$ cat config.mk
export PLATFORM = sky130hd
export DESIGN_NAME = ides8_word_align_flat
export DESIGN_NICKNAME = d
export VERILOG_FILES = /design/src/rtl/ides8_word_align_if.sv /design/src/rtl/ides8_word_align.sv /design/src/flat_wrapper.sv
export SDC_FILE = /design/constraint.sdc
export NUM_CORES = 1
export LEC_CHECK = 0
export CAP_MARGIN = 30
export CORE_MARGIN = 10
export CORE_UTILIZATION = 48
export CTS_BUF_LIST = sky130_fd_sc_hd__clkbuf_8
export CTS_CLUSTER_SIZE = 8
export DETAILED_ROUTE_END_ITERATION = 6
export GPL_TIMING_DRIVEN = 0
export HOLD_SLACK_MARGIN = 0.05
export PLACE_DENSITY = 0.86
export SYNTH_ARGS = -nofsm -noshare
export SYNTH_HDL_FRONTEND = slang
export SYNTH_SLANG_ARGS = --single-unit
$ cat constraint.sdc
create_clock -name pclk -period 1.8 [get_ports pclk]
set_input_delay 0.27 -clock pclk [delete_from_list [all_inputs] [get_ports pclk]]
set_output_delay 0.27 -clock pclk [all_outputs]
set_load 0.05 [all_outputs]
$ cat src/rtl/ides8_word_align_if.sv
// ides8_word_align_if: signal bundle between an IDES8 deserializer / word consumer and the
// ides8_word_align block.
//   q      [7:0]  deserialized word, q[i] = Qi
//   start         one-cycle pulse, (re)starts alignment
//   train         high while the transmitter sends the training word
//   calib         bitslip pulse back to IDES8 CALIB
//   locked        alignment achieved
//   fail          sticky, all eight slip positions tried without lock
//   slips  [2:0]  CALIB pulses issued since start, modulo 8
//   dout   [7:0]  registered copy of q
//   dvalid        equals locked, aligned with dout
// Modports: master = deserializer/consumer side, slave = ides8_word_align.
interface ides8_word_align_if;
    logic [7:0] q;
    logic       start;
    logic       train;
    logic       calib;
    logic       locked;
    logic       fail;
    logic [2:0] slips;
    logic [7:0] dout;
    logic       dvalid;

    modport master (
        output q, start, train,
        input  calib, locked, fail, slips, dout, dvalid
    );

    modport slave (
        input  q, start, train,
        output calib, locked, fail, slips, dout, dvalid
    );
endinterface

$ cat src/rtl/ides8_word_align.sv
// ides8_word_align: word aligner for an IDES8 1:8 deserializer, running in its PCLK domain.
// Registers q, compares it with the training word PATTERN and pulses calib (bitslip) until
// MATCHES consecutive words match, then reports lock and forwards words with dvalid.
// Ports:
//   pclk   parallel clock (IDES8 PCLK)
//   reset  asynchronous, active-high
//   bus    ides8_word_align_if.slave (q/start/train in; calib/locked/fail/slips/dout/dvalid out)
// Optional feature: define ALIGN_MONITOR_EN to keep checking the link while locked; MISS_LIMIT
// consecutive mismatches during training drop lock and restart the search.
module ides8_word_align #(
    parameter logic [7:0]  PATTERN    = 8'hF0,
    parameter int unsigned MATCHES    = 4,
    parameter int unsigned SETTLE     = 3
`ifdef ALIGN_MONITOR_EN
    ,
    parameter int unsigned MISS_LIMIT = 2
`endif
) (
    input logic               pclk,
    input logic               reset,
    ides8_word_align_if.slave bus
);

    typedef enum logic [2:0] {
        StIdle,
        StCheck,
        StSlip,
        StWait,
        StLocked,
        StFail
    } state_e;

    localparam logic [3:0] MatchCnt   = 4'(MATCHES);
    localparam logic [3:0] SettleLast = 4'(SETTLE - 1);
`ifdef ALIGN_MONITOR_EN
    localparam logic [3:0] MissCnt    = 4'(MISS_LIMIT);
`endif

    state_e     state;
    logic [7:0] qr;
    logic [3:0] mcnt;
    logic [3:0] wcnt;
    logic [3:0] attempts;
    logic [2:0] slips;
    logic       calib;
    logic       locked;
    logic       fail;
`ifdef ALIGN_MONITOR_EN
    logic [3:0] miss;
`endif

    logic qr_match;
    assign qr_match = (qr == PATTERN);

    always_ff @(posedge pclk or posedge reset) begin
        if (reset) begin
            state    <= StIdle;
            qr       <= 8'h00;
            mcnt     <= 4'd0;
            wcnt     <= 4'd0;
            attempts <= 4'd0;
            slips    <= 3'd0;
            calib    <= 1'b0;
            locked   <= 1'b0;
            fail     <= 1'b0;
`ifdef ALIGN_MONITOR_EN
            miss     <= 4'd0;
`endif
        end else begin
            qr    <= bus.q;
            // calib is only ever raised on entry to StSlip, so it can never exceed one cycle
            calib <= 1'b0;
            if (bus.start) begin
                // start overrides everything, including a final match in the same cycle
                state    <= StCheck;
                mcnt     <= 4'd0;
                wcnt     <= 4'd0;
                attempts <= 4'd0;
                slips    <= 3'd0;
                locked   <= 1'b0;
                fail     <= 1'b0;
`ifdef ALIGN_MONITOR_EN
                miss     <= 4'd0;
`endif
            end else begin
                unique case (state)
                    StIdle: ;
                    StCheck: begin
                        // with train low the word is meaningless: hold mcnt, never slip
                        if (bus.train) begin
                            if (qr_match) begin
                                if (mcnt + 4'd1 == MatchCnt) begin
                                    state  <= StLocked;
                                    locked <= 1'b1;
`ifdef ALIGN_MONITOR_EN
                                    miss   <= 4'd0;
`endif
                                end
                                mcnt <= mcnt + 4'd1;
                            end else begin
                                mcnt <= 4'd0;
                                if (attempts == 4'd8) begin
                                    state <= StFail;
                                    fail  <= 1'b1;
                                end else begin
                                    state    <= StSlip;
                                    calib    <= 1'b1;
                                    slips    <= slips + 3'd1;
                                    attempts <= attempts + 4'd1;
                                end
                            end
                        end
                    end
                    StSlip: begin
                        state <= StWait;
                        wcnt  <= 4'd0;
                    end
                    StWait: begin
                        // give the IDES8 SETTLE cycles to re-frame before judging words again
                        if (wcnt == SettleLast) begin
                            state <= StCheck;
                            mcnt  <= 4'd0;
                        end else begin
                            wcnt <= wcnt + 4'd1;
                        end
                    end
`ifdef ALIGN_MONITOR_EN
                    StLocked: begin
                        if (bus.train) begin
                            if (qr_match) begin
                                miss <= 4'd0;
                            end else if (miss + 4'd1 == MissCnt) begin
                                // same clearing as a start pulse
                                state    <= StCheck;
                                locked   <= 1'b0;
                                mcnt     <= 4'd0;
                                wcnt     <= 4'd0;
                                attempts <= 4'd0;
                                slips    <= 3'd0;
                                fail     <= 1'b0;
                                miss     <= 4'd0;
                            end else begin
                                miss <= miss + 4'd1;
                            end
                        end
                    end
`else
                    StLocked: ;
`endif
                    StFail: ;
                    default: state <= StIdle;
                endcase
            end
        end
    end

    assign bus.calib  = calib;
    assign bus.locked = locked;
    assign bus.dvalid = locked;
    assign bus.fail   = fail;
    assign bus.slips  = slips;
    assign bus.dout   = qr;

endmodule

$ cat src/flat_wrapper.sv
// flat-port wrapper written by rule: the top's interface ports become plain ports
module ides8_word_align_flat 
#(
    parameter logic [7:0]  PATTERN    = 8'hF0,
    parameter int unsigned MATCHES    = 4,
    parameter int unsigned SETTLE     = 3

)
  (pclk, reset, bus_q, bus_start, bus_train, bus_calib, bus_locked, bus_fail, bus_slips, bus_dout, bus_dvalid);
  ides8_word_align_if bus_i ();
  input logic pclk;
  input logic reset;
  input wire logic [$bits(bus_i.q)-1:0] bus_q;
  input wire logic [$bits(bus_i.start)-1:0] bus_start;
  input wire logic [$bits(bus_i.train)-1:0] bus_train;
  output wire logic [$bits(bus_i.calib)-1:0] bus_calib;
  output wire logic [$bits(bus_i.locked)-1:0] bus_locked;
  output wire logic [$bits(bus_i.fail)-1:0] bus_fail;
  output wire logic [$bits(bus_i.slips)-1:0] bus_slips;
  output wire logic [$bits(bus_i.dout)-1:0] bus_dout;
  output wire logic [$bits(bus_i.dvalid)-1:0] bus_dvalid;
  assign bus_i.q = bus_q;
  assign bus_i.start = bus_start;
  assign bus_i.train = bus_train;
  assign bus_calib = bus_i.calib;
  assign bus_locked = bus_i.locked;
  assign bus_fail = bus_i.fail;
  assign bus_slips = bus_i.slips;
  assign bus_dout = bus_i.dout;
  assign bus_dvalid = bus_i.dvalid;
  ides8_word_align #(.PATTERN(PATTERN), .MATCHES(MATCHES), .SETTLE(SETTLE)) u_core (.pclk(pclk), .reset(reset), .bus(bus_i));
endmodule
* Word level (Yosys, flattened, before mapping) *
Cells that the tools add are included.

word-level totals
  register bits = 29
  input port bits = 12
  output and inout bits = 15
  word-level logic and storage cells = 84

cells by class
  add/subtract/negate cells = 4
  equal/unequal tests = 16
  muxes and demuxes = 40
  reductions and logical operators = 15

operators with widths
  kind                                                   number
  two-way mux 4 bit                                      11
  two-way mux 3 bit                                      11
  one-hot mux 4 bit (2 select lines)                     2
  AND reduction 4 bit                                    4
  two-way mux 1 bit                                      15
  adder 4 x 1 -> 4 bit, second input constant            3
  one-hot mux 3 bit (4 select lines)                     1
  nonzero test 2 bit                                     5
  == test 8 bit, second input constant                   1
  == test 3 x 2 -> 1 bit, second input constant          2
  == test 3 bit, second input constant                   2
  inequality test 3 bit, second input constant           2
  nonzero test 3 bit                                     2
  == test 4 x 2 -> 1 bit, second input constant          1
  == test 4 x 3 -> 1 bit, second input constant          1
  == test 4 bit, second input constant                   1
  inequality test 2 bit, second input constant           2
  inequality test 4 bit, second input constant           1
  adder 3 x 1 -> 3 bit, second input constant            1
  == test 3 x 1 -> 1 bit, second input constant          1
  zero test 3 bit                                        1
  inequality test 3 x 2 -> 1 bit, second input constant  1
  AND reduction 3 bit                                    1
  OR reduction 3 bit                                     1
  other kinds (2)                                        2

* Longest topological paths before layout *
  depth after elaboration = 7
  mapped depth = 6
  mapped depth without buffers = 6

* Worst setup path before layout *
No wires, ideal clock.

  path kind = register to register
  start point = register u_core.qr[1], in the netlist u_core.bus.dout[1]
  end point = register u_core.state[0]
  setup time = 133 ps
  arrival time = 1882 ps
  data required time = 1667 ps
  slack = -215 ps
  stages on the path, launching flop included = 7
  buffers on the path = 2
  path through = dfrtp_1 or4_4 buf_6 or2_1 buf_6 a211oi_1 o2bb2ai_1

on the way
  word-level cells in the longest chain between the ends = 5

RTL lines
  item                                line                     text
  start, declared                     ides8_word_align.sv:40   logic [7:0] qr;
  start signal, assigned              ides8_word_align.sv:70   qr <= bus.q;
  == test 8 bit (*)                   ides8_word_align.sv:53   assign qr_match = (qr == PATTERN);
  two-way mux 3 bit                   ides8_word_align.sv:91   if (qr_match) begin
  two-way mux 3 bit                   ides8_word_align.sv:90   if (bus.train) begin
  one-hot mux 3 bit (4 select lines)  ides8_word_align.sv:86   unique case (state)
  two-way mux 3 bit                   ides8_word_align.sv:73   if (bus.start) begin
  end signal, assigned                ides8_word_align.sv:75   state <= StCheck;
  end signal, assigned                ides8_word_align.sv:93   state <= StLocked;
  end signal, assigned                ides8_word_align.sv:103  state <= StFail;
  end, declared                       ides8_word_align.sv:39   state_e state;

Every way passes the cells marked *; elsewhere a longest branch is shown, timed or not. The select of a mux whose other input is x is not followed.
A chain may end at the register's enable or synchronous reset.

* Worst setup path after layout *
  start point = register u_core.qr[0], in the netlist u_core.bus.dout[0]
  end point = register u_core.state[0]

The elaborated chain is that of the path after synthesis.

==> summary.md <==
| Metric | Value |
|---|---|
| Synth Area in Adders | roughly 6.0% |
| Input/output buffers | 26 |
| Worst path max stage delay | approximately 0.58 ns |
| Avg WL per Cell | between 15 and 20 um |
| Clock period minus worst slack | 1.77 ns |
| Worst r2r dst | u_core.state[0]$_DFFE_PP0P_ |
| Worst Setup End Kind | flop |
| F_max | 0.564 GHz |
| Required time of the critical path | 1.96 ns |
| DR vias | approximately 1.2k |
| Xor and xnor area share after synthesis | 2.40% |
| Worst-path clk slew | 0.07 ns |
| Synth cell count leaders | 29 x dfrtp_1, 11 x nor2_1, 11 x o21ai_0, 8 x nand2_1 |
| R2R depth | 5 |
| Root Buffer | clkbuf_8 |
| CP Max Fanout | 7 |
| Row cnt | 19 |
| Setup Skew | ~0.0014 ns |
| Cts bufs inserted | 5 |
| Total power draw | 1.72 mW |
| Max-slew headroom | 59.5% |
| Cell accounting for the most synthesized area | dfrtp_1 |
| Yosys warning count | 0 |
| Final Max Tran Viols | 0 |
| Critical Path Start Type | flop |
| Flop2flop setup slack | approximately 0.027 ns |
| Mapped Cells | between 100 and 150 |
| Cell Pwr Density | 878 mW/mm^2 |
| Post-synth EDFFs | 0 |
| Number of routed nets with antenna violations | 0 |
| GPL Wtd Cong | about 0.80 |
| Fillers | 206 |
| Drt pass-1 iters | 4 |
| Initial antenna violation count | 0 |
| Netlist cell types | 44 |
| CP top delay family | simple AND/OR/NAND/NOR gates |
| Dpl hpwl | 2490 um |
| Crit-path cells | or4_4 > or2_1 > buf_6 > a211oi_2 > o2bb2ai_2 |
| Clock Path Buffers | 2 |
| Mapped Area | 0.00146 mm^2 |
| Fin Setup TNS | 0 ns |
| Compound-Gate Fraction of Synth Area | about 14% |
| Endpoints failing setup | 0 |
| Kind of critical path | reg2reg |
| Htree depth | 2 |
| Synth top area cells | dfrtp_1 50%, ha_1 6.0%, o21ai_0 3.8% |
| Synth Flop Type | dfrtp_1 |
| Flops & latches, synth | 29 |
| Worst EP arrival | 1.93 ns |
| Run status | finished clean |
| Multi-input logic area | a little under 700 um^2 |
| Ant. Diodes | 0 |
| Reg area | 729 um^2 |
| # nets final | 192 |
| Post-DP Area | 0.00178 mm^2 |
| Die W | roughly 75 um |
| Synthesis-to-finish area growth | 33.9% |
| Synth Area in Simple Gates | 20.7% |
| Later-pin clock latency in the skew report | 0.28 ns |
| MaxCap Viol Count | 0 |
| Post-synth ARST share | 100% |
| Post-synthesis mux area share | 1.37% |
| Largest family of logic cells by synthesized area | simple AND/OR/NAND/NOR gates |
| Routed WL | 3480 um |
| Total Routing Usage GR | 13.4% |
| Die area | 0.00565 mm^2 |
| Synth top area share | 49.7% |
| Measured slew at the worst slew-check pin | 0.606 ns |
| Buf/Inv on CP | 1 |
| CP max-delay cell | or4_4 |
| Vias/cell | 5.69 |
| Vias in the first global route | 1241 |
| Leak pwr | about 0.86 nW |
| Core area | 0.00283 mm^2 |
| DRC viols | 0 |
| Largest net degree at the start of global routing | 16 |
| CTS tree | built |
| Worst r2r src | u_core.bus.dout[0]$_DFF_PP0_ |
| Post-route clock period utilization | 98.5% |
| Initial Util | between 50% and 60% |
| Hold Violations, Final | 0 |
| Finished Cell Area | 0.00196 mm^2 |
| Most numerous cell in the Yosys netlist | dfrtp_1 |
| # IOs | 27 |
| Drt first-iter violations | 68 |
| Die Y | 75.2 um |
| Worst Hold Class | in2async |
| Global-route wire length before repair | 5700 um |
| Hold WS | between 0.3 and 0.4 ns |
| Mean Syn Cell Area | 10.7 um^2 |
| Total gr overflow | 0 |
| RSZ-0062 raised after global routing | true |
| Hold_buf cts | 0 |
| Register area share after synthesis | 49.7% |
| CTS Sinks | 29 |
| VDD IR max | 639 uV |
| Syn nets | around 160 |
| Share of layout cells above drive strength 1 | between 10% and 20% |
==> layout make-up <==
| type | instances | area share (%) |
|---|---|---|
| tap | 31 | 1.98 |
| clock inverter | 2 | 1.92 |
| timing repair buffer | 31 | 15.6 |
| clock buffer | 6 | 4.22 |
| inverter | 7 | 1.34 |
| buffer | 6 | 2.11 |
| multi-input combinational | 93 | 35.5 |
| sequential | 29 | 37.3 |
==> layout by cell type (no fill, tap or decap), types with 2 or more instances in the layout <==
cell type,Yosys,final
nor2b_1,5,5
clkdlybuf4s50_1,0,23
mux2i_1,2,2
dlygate4sd2_1,0,2
ha_1,7,7
a211oi_2,0,2
a21oi_1,4,4
dfrtp_2,0,3
o21ai_0,11,11
buf_4,1,6
nor2_1,11,11
o22ai_1,2,2
dfrtp_1,29,26
a31oi_1,2,2
xor2_1,3,3
a22oi_1,2,2
nor3_1,2,2
o2111ai_1,2,2
nand3_1,4,4
inv_1,7,7
clkbuf_8,0,6
nand4_1,2,2
nand2_1,8,8
nand2b_1,4,4
==> registers in the layout (all words and copies together) (netlist names) <==
name,count
u_core.wcnt,4
u_core.bus.dvalid,1
u_core.bus.fail,1
u_core.bus.calib,1
u_core.bus.slips,3
u_core.attempts,4
u_core.state,3
u_core.mcnt,4
u_core.bus.dout,8
==> layer usage <==
metal	vias up	global-route usage, %	wire length, um
li1	556	-	-
met4	0	7.01	80
met5	-	0	0
met2	33	20.4	1650
met1	569	14.4	1460
met3	8	8.02	284
==> how the worst max path moves through the flow <==
stage                                 startpoint                              to  slack, ns  cells after the start
floorplan           u_core.bus.dout[3]$_DFF_PP0_     u_core.state[0]$_DFFE_PP0P_      -0.12                      6
global placement                       bus_train  u_core.attempts[3]$_DFFE_PP0P_      -0.17                      6
detailed placement                     bus_train  u_core.attempts[3]$_DFFE_PP0P_      -0.21                      6
CTS                 u_core.bus.dout[3]$_DFF_PP0_     u_core.state[0]$_DFFE_PP0P_       0.01                      5
global route        u_core.bus.dout[2]$_DFF_PP0_     u_core.state[0]$_DFFE_PP0P_      -0.04                      5
finish              u_core.bus.dout[0]$_DFF_PP0_     u_core.state[0]$_DFFE_PP0P_       0.03                      5
==> worst register-to-register path, cell delays in order, from the launching register on <==
cell and delay (ns):
dfrtp_2 0.40, or4_4 0.58, or2_1 0.25, buf_6 0.14, a211oi_2 0.20, o2bb2ai_2 0.08
==> logic make-up (layout without fill, tap and decap cells) <==
| logic type | after synthesis | in the layout |
|---|---|---|
| buffers and inverters | 15 | 52 |
| xor gates and xnor gates | 4 | 4 |
| AOI/OAI and AO/OA | 31 | 31 |
| DFF | 29 | 29 |
| adders and majority gates | 7 | 7 |
| and+or+nand+nor | 49 | 49 |
| muxes | 2 | 2 |
==> power breakdown <==
| group | internal, mW | total, mW | switching (mW) |
|---|---|---|---|
| Combinational | 0.121 | 0.291 | 0.170 |
| Clock | 0.450 | 0.709 | 0.259 |
| Sequential | 0.684 | 0.718 | 0.0339 |
==> metrics by stage <==
stage	instances	setup WS (ns)	util [%]
after floorplan	137	-0.122	-
after global placement	194	-0.168	62.5
after global routing	205	-0.0420	69.1
final	205	0.0274	69.1
after CTS	204	0.0124	67.6
after detailed placement	195	-0.211	63.0
==> what timing repair did <==
action                     in CTS  in global routing
cloned                          0                  0
setup endpoints to repair      10                  9
gates resized for setup         4                  6
pin swaps                       1                  4
buffers inserted                2                  2
Note: power is estimated with default switching activity, not from simulation.
